[config.mk]
export PLATFORM = sky130hd
export DESIGN_NAME = io_port_bridge
export DESIGN_NICKNAME = d
export VERILOG_FILES = /design/src/rtl/io_port_bridge.sv
export SDC_FILE = /design/constraint.sdc
export NUM_CORES = 1
export LEC_CHECK = 0
export CAP_MARGIN = 15
export CORE_ASPECT_RATIO = 0.7
export CORE_MARGIN = 2
export CORE_UTILIZATION = 34
export CTS_BUF_LIST = sky130_fd_sc_hd__clkbuf_8
export DETAILED_ROUTE_END_ITERATION = 16
export SETUP_SLACK_MARGIN = 0.3
export SKIP_LAST_GASP = 1
export SLEW_MARGIN = 10
export SYNTH_ARGS = -nofsm -noshare
export SYNTH_HDL_FRONTEND = slang
export SYNTH_SLANG_ARGS = --single-unit
[constraint.sdc]
create_clock -name Clock -period 3.2 [get_ports Clock]
set_input_delay 0.8 -clock Clock [delete_from_list [all_inputs] [get_ports Clock]]
set_output_delay 0.8 -clock Clock [all_outputs]
set_load 0.02 [all_outputs]
[src/rtl/io_port_bridge.sv]
// Bridges the CPU OUTPORT/INPORT registers to external valid/ready streams.
// Tx words are queued in a small FIFO; Rx words are held one at a time until the CPU reads them.
module io_port_bridge #(
    parameter int WIDTH = 32,
    parameter int DEPTH = 4
) (
    input  logic                     Clock,
    input  logic                     Reset,
    input  logic                     OUTPORTin,
    input  logic [WIDTH-1:0]         OUTPORT_data_out,
    output logic                     tx_valid,
    output logic [WIDTH-1:0]         tx_data,
    input  logic                     tx_ready,
    output logic [$clog2(DEPTH):0]   tx_count,
    output logic                     tx_overflow,
    input  logic                     rx_valid,
    input  logic [WIDTH-1:0]         rx_data,
    output logic                     rx_ready,
    output logic [WIDTH-1:0]         INPORT_data_in,
    output logic                     rx_full,
    input  logic                     INPORTout
);

    localparam int PW = $clog2(DEPTH);
    localparam int CW = PW + 1;

    typedef enum logic {
        RX_EMPTY = 1'b0,
        RX_FULL  = 1'b1
    } rx_state_t;

    logic [WIDTH-1:0] mem [DEPTH];
    logic [PW-1:0]    wr_ptr;
    logic [PW-1:0]    rd_ptr;
    logic             capture_pending;
    logic             push;
    logic             pop;
    logic             full;
    logic             push_ok;
    rx_state_t        rx_state;

    assign tx_valid = (tx_count != '0);
    assign full     = (tx_count == CW'(DEPTH));
    assign pop      = tx_valid && tx_ready;
    assign push     = capture_pending;
    // A full FIFO still takes a word when the head leaves in the same cycle.
    assign push_ok  = push && (!full || pop);
    assign tx_data  = mem[rd_ptr];

    // OUTPORT only holds the new word one cycle after its load strobe.
    always_ff @(posedge Clock) begin
        if (!Reset) begin
            capture_pending <= 1'b0;
        end else begin
            capture_pending <= OUTPORTin;
        end
    end

    always_ff @(posedge Clock) begin
        if (Reset && push_ok) begin
            mem[wr_ptr] <= OUTPORT_data_out;
        end
    end

    always_ff @(posedge Clock) begin
        if (!Reset) begin
            wr_ptr      <= '0;
            rd_ptr      <= '0;
            tx_count    <= '0;
            tx_overflow <= 1'b0;
        end else begin
            if (push_ok) begin
                wr_ptr <= wr_ptr + 1'b1;
            end
            if (pop) begin
                rd_ptr <= rd_ptr + 1'b1;
            end
            case ({push_ok, pop})
                2'b10:   tx_count <= tx_count + 1'b1;
                2'b01:   tx_count <= tx_count - 1'b1;
                default: tx_count <= tx_count;
            endcase
            if (push && full && !pop) begin
                tx_overflow <= 1'b1;
            end
        end
    end

    // Release and accept never share a cycle, so accepted words are at least two cycles apart.
    always_ff @(posedge Clock) begin
        if (!Reset) begin
            rx_state       <= RX_EMPTY;
            rx_full        <= 1'b0;
            INPORT_data_in <= '0;
        end else begin
            case (rx_state)
                RX_EMPTY: begin
                    if (rx_valid) begin
                        INPORT_data_in <= rx_data;
                        rx_full        <= 1'b1;
                        rx_state       <= RX_FULL;
                    end
                end
                RX_FULL: begin
                    if (INPORTout) begin
                        rx_full  <= 1'b0;
                        rx_state <= RX_EMPTY;
                    end
                end
            endcase
        end
    end

    assign rx_ready = Reset && (rx_state == RX_EMPTY);

endmodule

==> results.sh, run 1 <==
export IMPL_status="completed"
export IMPL_vias=3740
export IMPL_dr_pass1_iters=4
export IMPL_place_congestion=0.7449
export IMPL_cp_required_ps=2400
export IMPL_crit_fanout=16
export IMPL_tightest_slew_ps=1046
export IMPL_cts_hold_buf=0
export IMPL_drive_gt1_share_pct=15.70
export IMPL_io_buffers=140
export IMPL_cts_root_buf="clkbuf_8"
export IMPL_synthArstFlopShare_pct=0
export IMPL_crit_path_end_kind="output port"
export IMPL_slowest_stage="mux4_2"
export IMPL_worstSkewPairLatency_ps=440
export IMPL_grt_first_pass_wirelength_um=20800
export IMPL_synth_avg_cell_area_um2=16.40
export IMPL_postLayoutSetupSlackWorst_ps=428.5
export IMPL_crit_chain="clkbuf_16 > mux4_2 > dlygate4sd2_1"
export IMPL_die_h_um=119.1
export IMPL_cts_tree="built"
export IMPL_pre_cts_ws_ps=215.6
export IMPL_slowest_delay_ps=520
export IMPL_ir_drop_mv=0.2218
export IMPL_syn_area_um2=6430
export IMPL_hp_class="register to register"
export IMPL_synth_edf_count=128
export IMPL_rsz0062_at_grt="no"
export IMPL_relSlewSlack_pct=30.13
export IMPL_routedWlPerCell_um=16.97
export IMPL_power_density_nw_per_um2=501.9
export IMPL_p_total_w=0.004307
export IMPL_hold_slack_ps=458.6
export IMPL_max_cap_violations=0
export IMPL_synthesis_nets=467
export IMPL_drc=0
export IMPL_grt_ovfl_total=0
export IMPL_skew_ps=9.833
export IMPL_cp_top_family="buffers and inverters"
export IMPL_crit_arrival_ps=1970
export IMPL_period_minus_slack_ps=2772
export IMPL_grtUsageMet2_pct=20.94
export IMPL_start_util_pct=34.37
export IMPL_postRouteAntennaNets=0
export IMPL_grt_met1_usage_pct=17.20
export IMPL_grt_usage_pct=13.67
export IMPL_antenna_found_initial=0
export IMPL_die_area_um2=20040
export IMPL_cp_num_buf_inv=2
export IMPL_finalSetupViolCount=0
export IMPL_fin_crit_sh_pct=86.61
export IMPL_dieWidth_um=168.4
export IMPL_numCtsBuffers=17
export IMPL_top_usage_layer="met2"
export IMPL_clockBufferDepth=2
export IMPL_core_area_um2=18710
export IMPL_yosysSeqAreaShare_pct=73.79
export IMPL_startpoint_type="register"
export IMPL_fmax_ghz=0.3608
export IMPL_yosys_register_bits=173
export IMPL_io_pins=141
export IMPL_path_class="register to output port"
export IMPL_cts_sinks=173
export IMPL_leakage_nw=3.043
export IMPL_first_iter_violations=211
export IMPL_htreeDepth=4
export IMPL_area_growth_pct=33.47
export IMPL_grt_pass1_vias=3885
export IMPL_final_common_cell="edfxtp_1"
export IMPL_fin_nets=617
export IMPL_path_clk_slew_ps=90
export IMPL_vias_per_cell=4.698
export IMPL_n_antenna_cell=0
export IMPL_syn_inst=392
export IMPL_grt_start_max_net_pins=43
export IMPL_slew_viol_final=0
export IMPL_use_met3_pct=6.879
export IMPL_ys_types=34
export IMPL_hold_violations=0
export IMPL_rows=42
export IMPL_routed_wl_um=13510
export IMPL_final_cell_mix="128 x edfxtp_1, 107 x clkdlybuf4s50_1, 67 x nand2_1"
export IMPL_synth_main_ff_cell="edfxtp_1"
export IMPL_yosys_warnings=0
export IMPL_timing_setup_tns_ps=0
export IMPL_post_dp_hpwl_um=8618
what timing repair did:
item | CTS | global route
buffers inserted | 0 | 0
gates resized for setup | 3 | 30
setup endpoints to repair | 33 | 30
gates cloned | 0 | 1
state kept, by name (all words and copies together) (netlist names), named ones only:
| signal | flops |
|---|---|
| rx_full | 1 |
| INPORT_data_in | 32 |
| mem | 128 |
| tx_overflow | 1 |
| tx_count | 3 |
| wr_ptr | 2 |
| rd_ptr | 2 |
| rx_state | 1 |
| capture_pending | 1 |
report_power, final:
group | internal [W] | switching [W] | leakage (nW)
combinational | 0.000265 | 0.000246 | 1.35
sequential | 0.00246 | 0.0000316 | 1.53
clock | 0.000532 | 0.000777 | 0.166
worst reg2reg max path, delay by kind of cell (launching register included):
family	cells	cell delay (ps)
DFF	1	560
and+or+nand+nor	3	1190
layout make-up:
class,instances,area [µm²]
well taps,242,302.8
clock buffers,17,234.0
clock inverters,14,96.34
repair buffers,154,1620
flip-flops and latches,173,4747
inverters,10,37.54
multi-input cells,186,1544
fillers,1609,10130
synth_stat cells (all sizes together) (2+ instances only):
master  number  area, µm²
edfxtp     128       3844
dfxtp       45      900.9
nand2b       2      12.51
buf         18      117.6
inv         10      37.53
or3          2      12.51
o211ai       2      15.01
nand3        6      35.03
nand2       67      251.5
nor2        14      52.55
a21oi       36      180.2
o21ai        4      20.01
xor2         4      35.03
clkbuf       5      18.77
ha           4      50.05
mux4        32      720.7
path summary, 6_finish.rpt:
kind,from,end,slack (ps),depth (start not counted)
max reg2reg,tx_count[0]$_SDFFE_PN0P_,mem[1][28]$_DFFE_PP_,1060,3
max,register,tx_data[9],430,3
min reg2reg,INPORT_data_in[12]$_SDFFE_PN0P_,INPORT_data_in[12]$_SDFFE_PN0P_,460,2
min,INPORT_data_in[12]$_SDFFE_PN0P_,INPORT_data_in[12]$_SDFFE_PN0P_,460,2
layer usage:
metal / part of all wire [%] / up-vias
li1: - / 1759
met1: 43 / 1823
met2: 45 / 147
met3: 11 / 11
met4: 0.88 / 0
met5: 0 / -
through the flow:
stage | instance area [µm²] | std cells | util [%]
global placement | 8155 | 764 | 43.59
CTS | 8482 | 795 | 45.34
detailed placement | 8155 | 764 | 43.59
floorplan | 6430 | 392 | -
global route | 8582 | 796 | 45.87
finish | 8582 | 796 | 45.87
logic make-up (layout without fill, tap and decap cells):
logic type                 Yosys count  count (layout)  share of synthesized area, %
xor gates and xnor gates             4               4                        0.5448
buffers and inverters               33             195                         2.705
and+or+nand+nor                     96              96                         6.421
adders and majority gates            5               5                         1.090
AOI/OAI and AO/OA                   49              49                         4.242
muxes                               32              32                         11.21
DFF                                173             173                         73.79
(Power assumes the default switching activity.)
==> run 2, diff against run 1 <==
--- a/config.mk
+++ b/config.mk
@@ -13,2 +13,3 @@
 export DETAILED_ROUTE_END_ITERATION = 16
+export DONT_BUFFER_PORTS = 1
 export SETUP_SLACK_MARGIN = 0.3
==> constraint.sdc (replaced) <==
create_clock -name Clock -period 3.2 [get_ports Clock]
set_input_delay 0.32 -clock Clock [delete_from_list [all_inputs] [get_ports Clock]]
set_output_delay 0.32 -clock Clock [all_outputs]
set_load 0.02 [all_outputs]
==> run 2 against run 1 <==
Clock power grew 4%. Sequential share of layout area up 6.7 points. Combinational power down 36%. Critical endpoint is now tx_count[1]$_SDFFE_PN0P_. Critical path depth up 3. Hold slack got worse by 420 ps. Total power decreased by 2.1%. Count of clock-buffer cells in the layout unchanged. Via count is 7.1% lower.
==> results.sh, run 2 (synthesis results as in run 1) <==
export IMPL_crit_arrival_ps=2690
export IMPL_die_area_um2=20040
export IMPL_io_pins=141
export IMPL_fmax_ghz=0.4275
export IMPL_startpoint_type="register"
export IMPL_grt_ovfl_total=0
export IMPL_routed_wl_um=12680
export IMPL_power_frac_clock_pct=32.3
export IMPL_ir_drop_mv=0.2303
export IMPL_htreeDepth=4
export IMPL_vias_per_cell=4.887
export IMPL_holdPathEnd="tx_count[0]$_SDFFE_PN0P_"
export IMPL_drive_gt1_share_pct=16.45
export IMPL_worstSkewPairLatency_ps=440
export IMPL_p_total_w=0.004219
export IMPL_intPower_w=0.003149
export IMPL_path_clk_slew_ps=90
export IMPL_largest_reg_flops=128
export IMPL_hold_violations=0
export IMPL_grt_pass1_vias=3662
export IMPL_skew_ps=11.28
export IMPL_grt_start_max_net_pins=44
export IMPL_rows=42
export IMPL_hold_slack_ps=37.29
export IMPL_final_cell_mix="128 x edfxtp_1, 67 x nand2_1, 62 x dlygate4sd3_1"
export IMPL_status="completed"
export IMPL_clockBufferDepth=2
export IMPL_io_buffers=0
export IMPL_leakage_nw=2.452
export IMPL_power_density_nw_per_um2=550.9
export IMPL_crit_path_end_kind="register"
export IMPL_rsz0062_at_grt="no"
export IMPL_area_growth_pct=19.09
export IMPL_start_util_pct=34.37
export IMPL_r2r_end="tx_count[1]$_SDFFE_PN0P_"
export IMPL_numCtsBuffers=17
export IMPL_cp_required_ps=3550
export IMPL_drc=0
export IMPL_timing_setup_tns_ps=0
export IMPL_final_util_pct=40.93
export IMPL_cts_root_buf="clkbuf_8"
export IMPL_cts_resized=0
export IMPL_core_area_um2=18710
export IMPL_regMostFlops="mem"
export IMPL_p_seq_share_pct=59.9
export IMPL_p_comb_share_pct=7.8
export IMPL_first_iter_violations=257
export IMPL_switching_power_w=0.001069
export IMPL_routedWlPerCell_um=17.83
export IMPL_hp_class="primary input to register"
export IMPL_fin_crit_sh_pct=73.11
export IMPL_die_h_um=119.1
export IMPL_r2r_cells=6
export IMPL_path_class="register to register"
export IMPL_final_common_cell="edfxtp_1"
export IMPL_cts_sinks=173
export IMPL_crit_fanout=11
export IMPL_cp_num_buf_inv=0
export IMPL_finalSetupViolCount=0
export IMPL_cp_top_family="simple AND/OR/NAND/NOR gates"
export IMPL_relSlewSlack_pct=24.49
export IMPL_reg2reg_slack_ps=860
export IMPL_fin_nets=530
export IMPL_max_cap_violations=0
export IMPL_slowest_delay_ps=540
export IMPL_p_sw_share_pct=25.35
export IMPL_place_congestion=0.7717
export IMPL_crit_chain="or3_1 > nand3_1 > fa_1 > o21ba_1 > o211ai_1 > a221oi_1"
export IMPL_top_regs="mem: 128 flops, INPORT_data_in: 32 flops, tx_count: 3 flops"
export IMPL_grt_first_pass_wirelength_um=19420
export IMPL_antenna_found_initial=1
export IMPL_cts_setup_buffers=0
export IMPL_grt_usage_pct=12.89
export IMPL_hold_depth=2
export IMPL_min_from="Reset"
export IMPL_cts_tree="built"
export IMPL_slowest_stage="or3_1"
export IMPL_dr_pass1_iters=4
export IMPL_period_minus_slack_ps=2339
export IMPL_postRouteAntennaNets=0
export IMPL_dieWidth_um=168.4
export IMPL_post_dp_hpwl_um=8119
export IMPL_cts_hold_buf=61
export IMPL_worstReg2RegStart="tx_count[0]$_SDFFE_PN0P_"
export IMPL_slew_viol_final=0
export IMPL_tightest_slew_ps=1128
export IMPL_vias=3475
[run 2: cell count changes in the layout (fill, tap and decap cells not counted), moves of 2 or more]
cell / previous run / this run
buf_4: 11 / 4
clkdlybuf4s50_1: 107 / 0
clkinv_2: 4 / 2
dlygate4sd2_1: 3 / 0
dlygate4sd3_1: 0 / 62
dlymetal6s2s_1: 30 / 0
inv_8: 0 / 2
[run 2: layer usage]
metal / vias to the layer above / GRT usage, % / share of wire [%]
met5: - / 0 / 0
met4: 0 / 2.748 / 0.63
met3: 6 / 6.148 / 10
met2: 144 / 21.35 / 48
met1: 1732 / 15.38 / 41
li1: 1593 / - / -
[run 2: layout make-up]
type,instances,area (µm²)
clock inverters,15,118.9
flip-flops and latches,173,4747
clock buffers,17,234.0
multi-input cells,186,1544
repair buffers,67,670.6
fillers,1697,11050
inverters,10,37.54
diodes,1,2.502
well taps,242,302.8
[run 2: power by group through the flow]
stage          Sequential, W  Combinational, W  Clock [W]
2_1_floorplan        0.00256          0.000228          0
3_3_place_gp         0.00258          0.000248          0
3_5_place_dp         0.00258          0.000255          0
4_1_cts              0.00253          0.000332    0.00141
5_1_grt              0.00253          0.000356    0.00152
6_report             0.00253          0.000329    0.00136
[run 2: worst max-delay path by stage]
stage                                  start                       end  slack (ps)  depth (start not counted)
global placement    tx_count[0]$_SDFFE_PN0P_  tx_count[1]$_SDFFE_PN0P_         940                          6
global route        tx_count[0]$_SDFFE_PN0P_      mem[2][31]$_DFFE_PP_         720                          4
CTS                 tx_count[0]$_SDFFE_PN0P_      mem[2][31]$_DFFE_PP_         850                          4
floorplan           tx_count[1]$_SDFFE_PN0P_       mem[0][0]$_DFFE_PP_         530                          4
detailed placement  tx_count[0]$_SDFFE_PN0P_      mem[2][13]$_DFFE_PP_         860                          4
finish              tx_count[0]$_SDFFE_PN0P_  tx_count[1]$_SDFFE_PN0P_         860                          6
[run 2: stage by stage]
stage / cells / area [µm²] / worst slack (ps)
finish: 711 / 7657 / 860.6
detailed placement: 616 / 6681 / 859.2
floorplan: 392 / 6430 / 530.1
global placement: 616 / 6681 / 942.2
global route: 711 / 7657 / 724.0
CTS: 709 / 7645 / 847.2
==> run 3, diff against run 2 <==
- clock period: 3.2 -> 2.17 ns (I/O delays scaled with it)
==> run 3 against run 2 <==
Combinational power grew 81%. Register-to-register slack worse by 720 ps. Highest routed layer unchanged. Routed wire length increased by 5.7%. First-iteration DRC count up 1.6%. Cell count increased by 3.8%. Total power grew 48%. Critical endpoint is now mem[1][27]$_DFFE_PP_. Global-route usage rose by 0.82 points. Worst setup slack lost 720 ps. Utilization increased by 1.9 points. Final area rose by 4.7%.
==> results.sh, run 3 (synthesis results as in run 1) <==
export IMPL_cts_root_buf="clkbuf_8"
export IMPL_status="completed"
export IMPL_top_layer="met4"
export IMPL_vias=3588
export IMPL_dr_pass1_iters=4
export IMPL_clockBufferDepth=2
export IMPL_power_density_nw_per_um2=777.9
export IMPL_grt_first_pass_wirelength_um=20670
export IMPL_cts_tree="built"
export IMPL_start_util_pct=34.37
export IMPL_endpoint="mem[1][27]$_DFFE_PP_"
export IMPL_p_seq_share_pct=59.6
export IMPL_die_area_um2=20040
export IMPL_drive_gt1_share_pct=20.65
export IMPL_startpoint="tx_count[2]$_SDFFE_PN0P_"
export IMPL_post_dp_hpwl_um=8044
export IMPL_relSlewSlack_pct=26.94
export IMPL_slowest_stage="nor2_4"
export IMPL_r2r_cells=3
export IMPL_antenna_found_initial=2
export IMPL_crit_path_end_kind="register"
export IMPL_final_common_cell="edfxtp_1"
export IMPL_crit_arrival_ps=2080
export IMPL_cp_depth=3
export IMPL_wl_met3_um=1311
export IMPL_path_class="register to register"
export IMPL_crit_chain="or4b_4 > nand3_2 > nor2_4"
export IMPL_largest_reg_flops=128
export IMPL_fin_nets=558
export IMPL_p_sw_share_pct=24.77
export IMPL_grt_ovfl_total=0
export IMPL_final_util_pct=42.85
export IMPL_htreeDepth=4
export IMPL_ir_drop_mv=0.3934
export IMPL_die_h_um=119.1
export IMPL_postRouteAntennaNets=0
export IMPL_grt_start_max_net_pins=34
export IMPL_hp_class="primary input to register"
export IMPL_crit_fanout=32
export IMPL_fin_crit_sh_pct=93.47
export IMPL_period_minus_slack_ps=2028
export IMPL_p_comb_share_pct=9.5
export IMPL_slowest_delay_ps=900
export IMPL_path_clk_slew_ps=90
export IMPL_first_iter_violations=261
export IMPL_dieWidth_um=168.4
export IMPL_top_regs="mem: 128 flops, INPORT_data_in: 32 flops, tx_count: 3 flops"
export IMPL_max_cap_violations=0
export IMPL_finalSetupViolCount=0
export IMPL_grt_usage_pct=13.71
export IMPL_worstReg2RegStart="tx_count[2]$_SDFFE_PN0P_"
export IMPL_cp_top_family="simple AND/OR/NAND/NOR gates"
export IMPL_r2r_end="mem[1][27]$_DFFE_PP_"
export IMPL_numCtsBuffers=17
export IMPL_area_growth_pct=24.67
export IMPL_power_frac_clock_pct=30.9
export IMPL_routed_wl_um=13400
export IMPL_core_area_um2=18710
export IMPL_vias_per_cell=4.862
export IMPL_io_buffers=0
export IMPL_final_cell_mix="128 x edfxtp_1, 70 x dlygate4sd3_1, 67 x nand2_1"
export IMPL_intPower_w=0.004691
export IMPL_tightest_slew_ps=1093
export IMPL_regMostFlops="mem"
export IMPL_worstSkewPairLatency_ps=440
export IMPL_startpoint_type="register"
export IMPL_grt_pass1_vias=3730
export IMPL_rows=42
export IMPL_leakage_nw=2.612
export IMPL_wl_met2_um=6141
export IMPL_fillers=1658
export IMPL_fmax_ghz=0.4930
export IMPL_switching_power_w=0.001545
export IMPL_skew_ps=11.47
export IMPL_met1_length_um=5830
export IMPL_place_congestion=0.8525
export IMPL_slew_viol_final=0
export IMPL_timing_setup_tns_ps=0
export IMPL_cts_sinks=173
export IMPL_drc=0
export IMPL_cp_required_ps=2220
export IMPL_hold_violations=0
export IMPL_cp_num_buf_inv=0
export IMPL_routedWlPerCell_um=18.16
export IMPL_reg2reg_slack_ps=140
export IMPL_rsz0062_at_grt="yes"
export IMPL_io_pins=141
run 3: how the worst min path moves through the flow:
stage                                    start                        to  slack (ps)  cells after the start
after floorplan            OUTPORT_data_out[0]       mem[0][0]$_DFFE_PP_         320                      0
after global placement     OUTPORT_data_out[6]       mem[3][6]$_DFFE_PP_         320                      0
after detailed placement  OUTPORT_data_out[10]      mem[0][10]$_DFFE_PP_         320                      0
after CTS                             tx_ready    rd_ptr[0]$_SDFFE_PN0N_          10                      3
after global routing                  tx_ready  tx_count[0]$_SDFFE_PN0P_           7                      2
final                                 tx_ready    rd_ptr[0]$_SDFFE_PN0N_          40                      3
run 3: worst min-delay path: cells and delay by family:
kind | cells | cell delay, ps
AOI/OAI and AO/OA | 1 | 60
xor gates and xnor gates | 1 | 80
and+or+nand+nor | 1 | 80
run 3: power groups by stage:
stage               clock, W  combinational [W]  sequential, W
floorplan                  0           0.000342        0.00378
global placement           0           0.000392        0.00379
detailed placement         0           0.000403        0.00380
CTS                  0.00200           0.000594        0.00371
global route         0.00215           0.000638        0.00373
finish               0.00193           0.000594        0.00371
run 3: repair_timing:
item,4_1_cts,5_1_grt
resized for setup,8,1
setup buffers,6,2
endpoints found under the setup margin,158,148
pin swaps,2,4
hold buffers,70,0
gates cloned,3,0
endpoints found under the hold margin,165,0
run 3: metrics by stage:
stage	area (µm²)	hold slack, ps	total power, W	setup WS, ps	cells
after global routing	8016	7.397	0.006512	17.22	738
final	8016	43.41	0.006236	141.7	738
after global placement	6768	316.0	0.004185	138.8	624
after CTS	7953	14.24	0.006313	101.1	733
after floorplan	6462	315.9	0.004119	94.69	392
after detailed placement	6768	316.0	0.004198	80.14	624
run 3: routing by layer:
| layer | up-vias | GRT usage, % |
|---|---|---|
| met5 | - | 0 |
| li1 | 1642 | - |
| met4 | 0 | 2.856 |
| met1 | 1778 | 17.47 |
| met3 | 8 | 6.015 |
| met2 | 160 | 21.86 |
run 3: cell type report:
type	instances	area, µm²	share of cell area [%]
inverters	10	37.54	0.4682
clock inverters	13	93.84	1.171
diodes	2	5.005	0.06243
flip-flops and latches	173	4756	59.33
clock buffers	17	234.0	2.919
repair buffers	95	1033	12.89
well taps	242	302.8	3.777
multi-input cells	186	1554	19.39
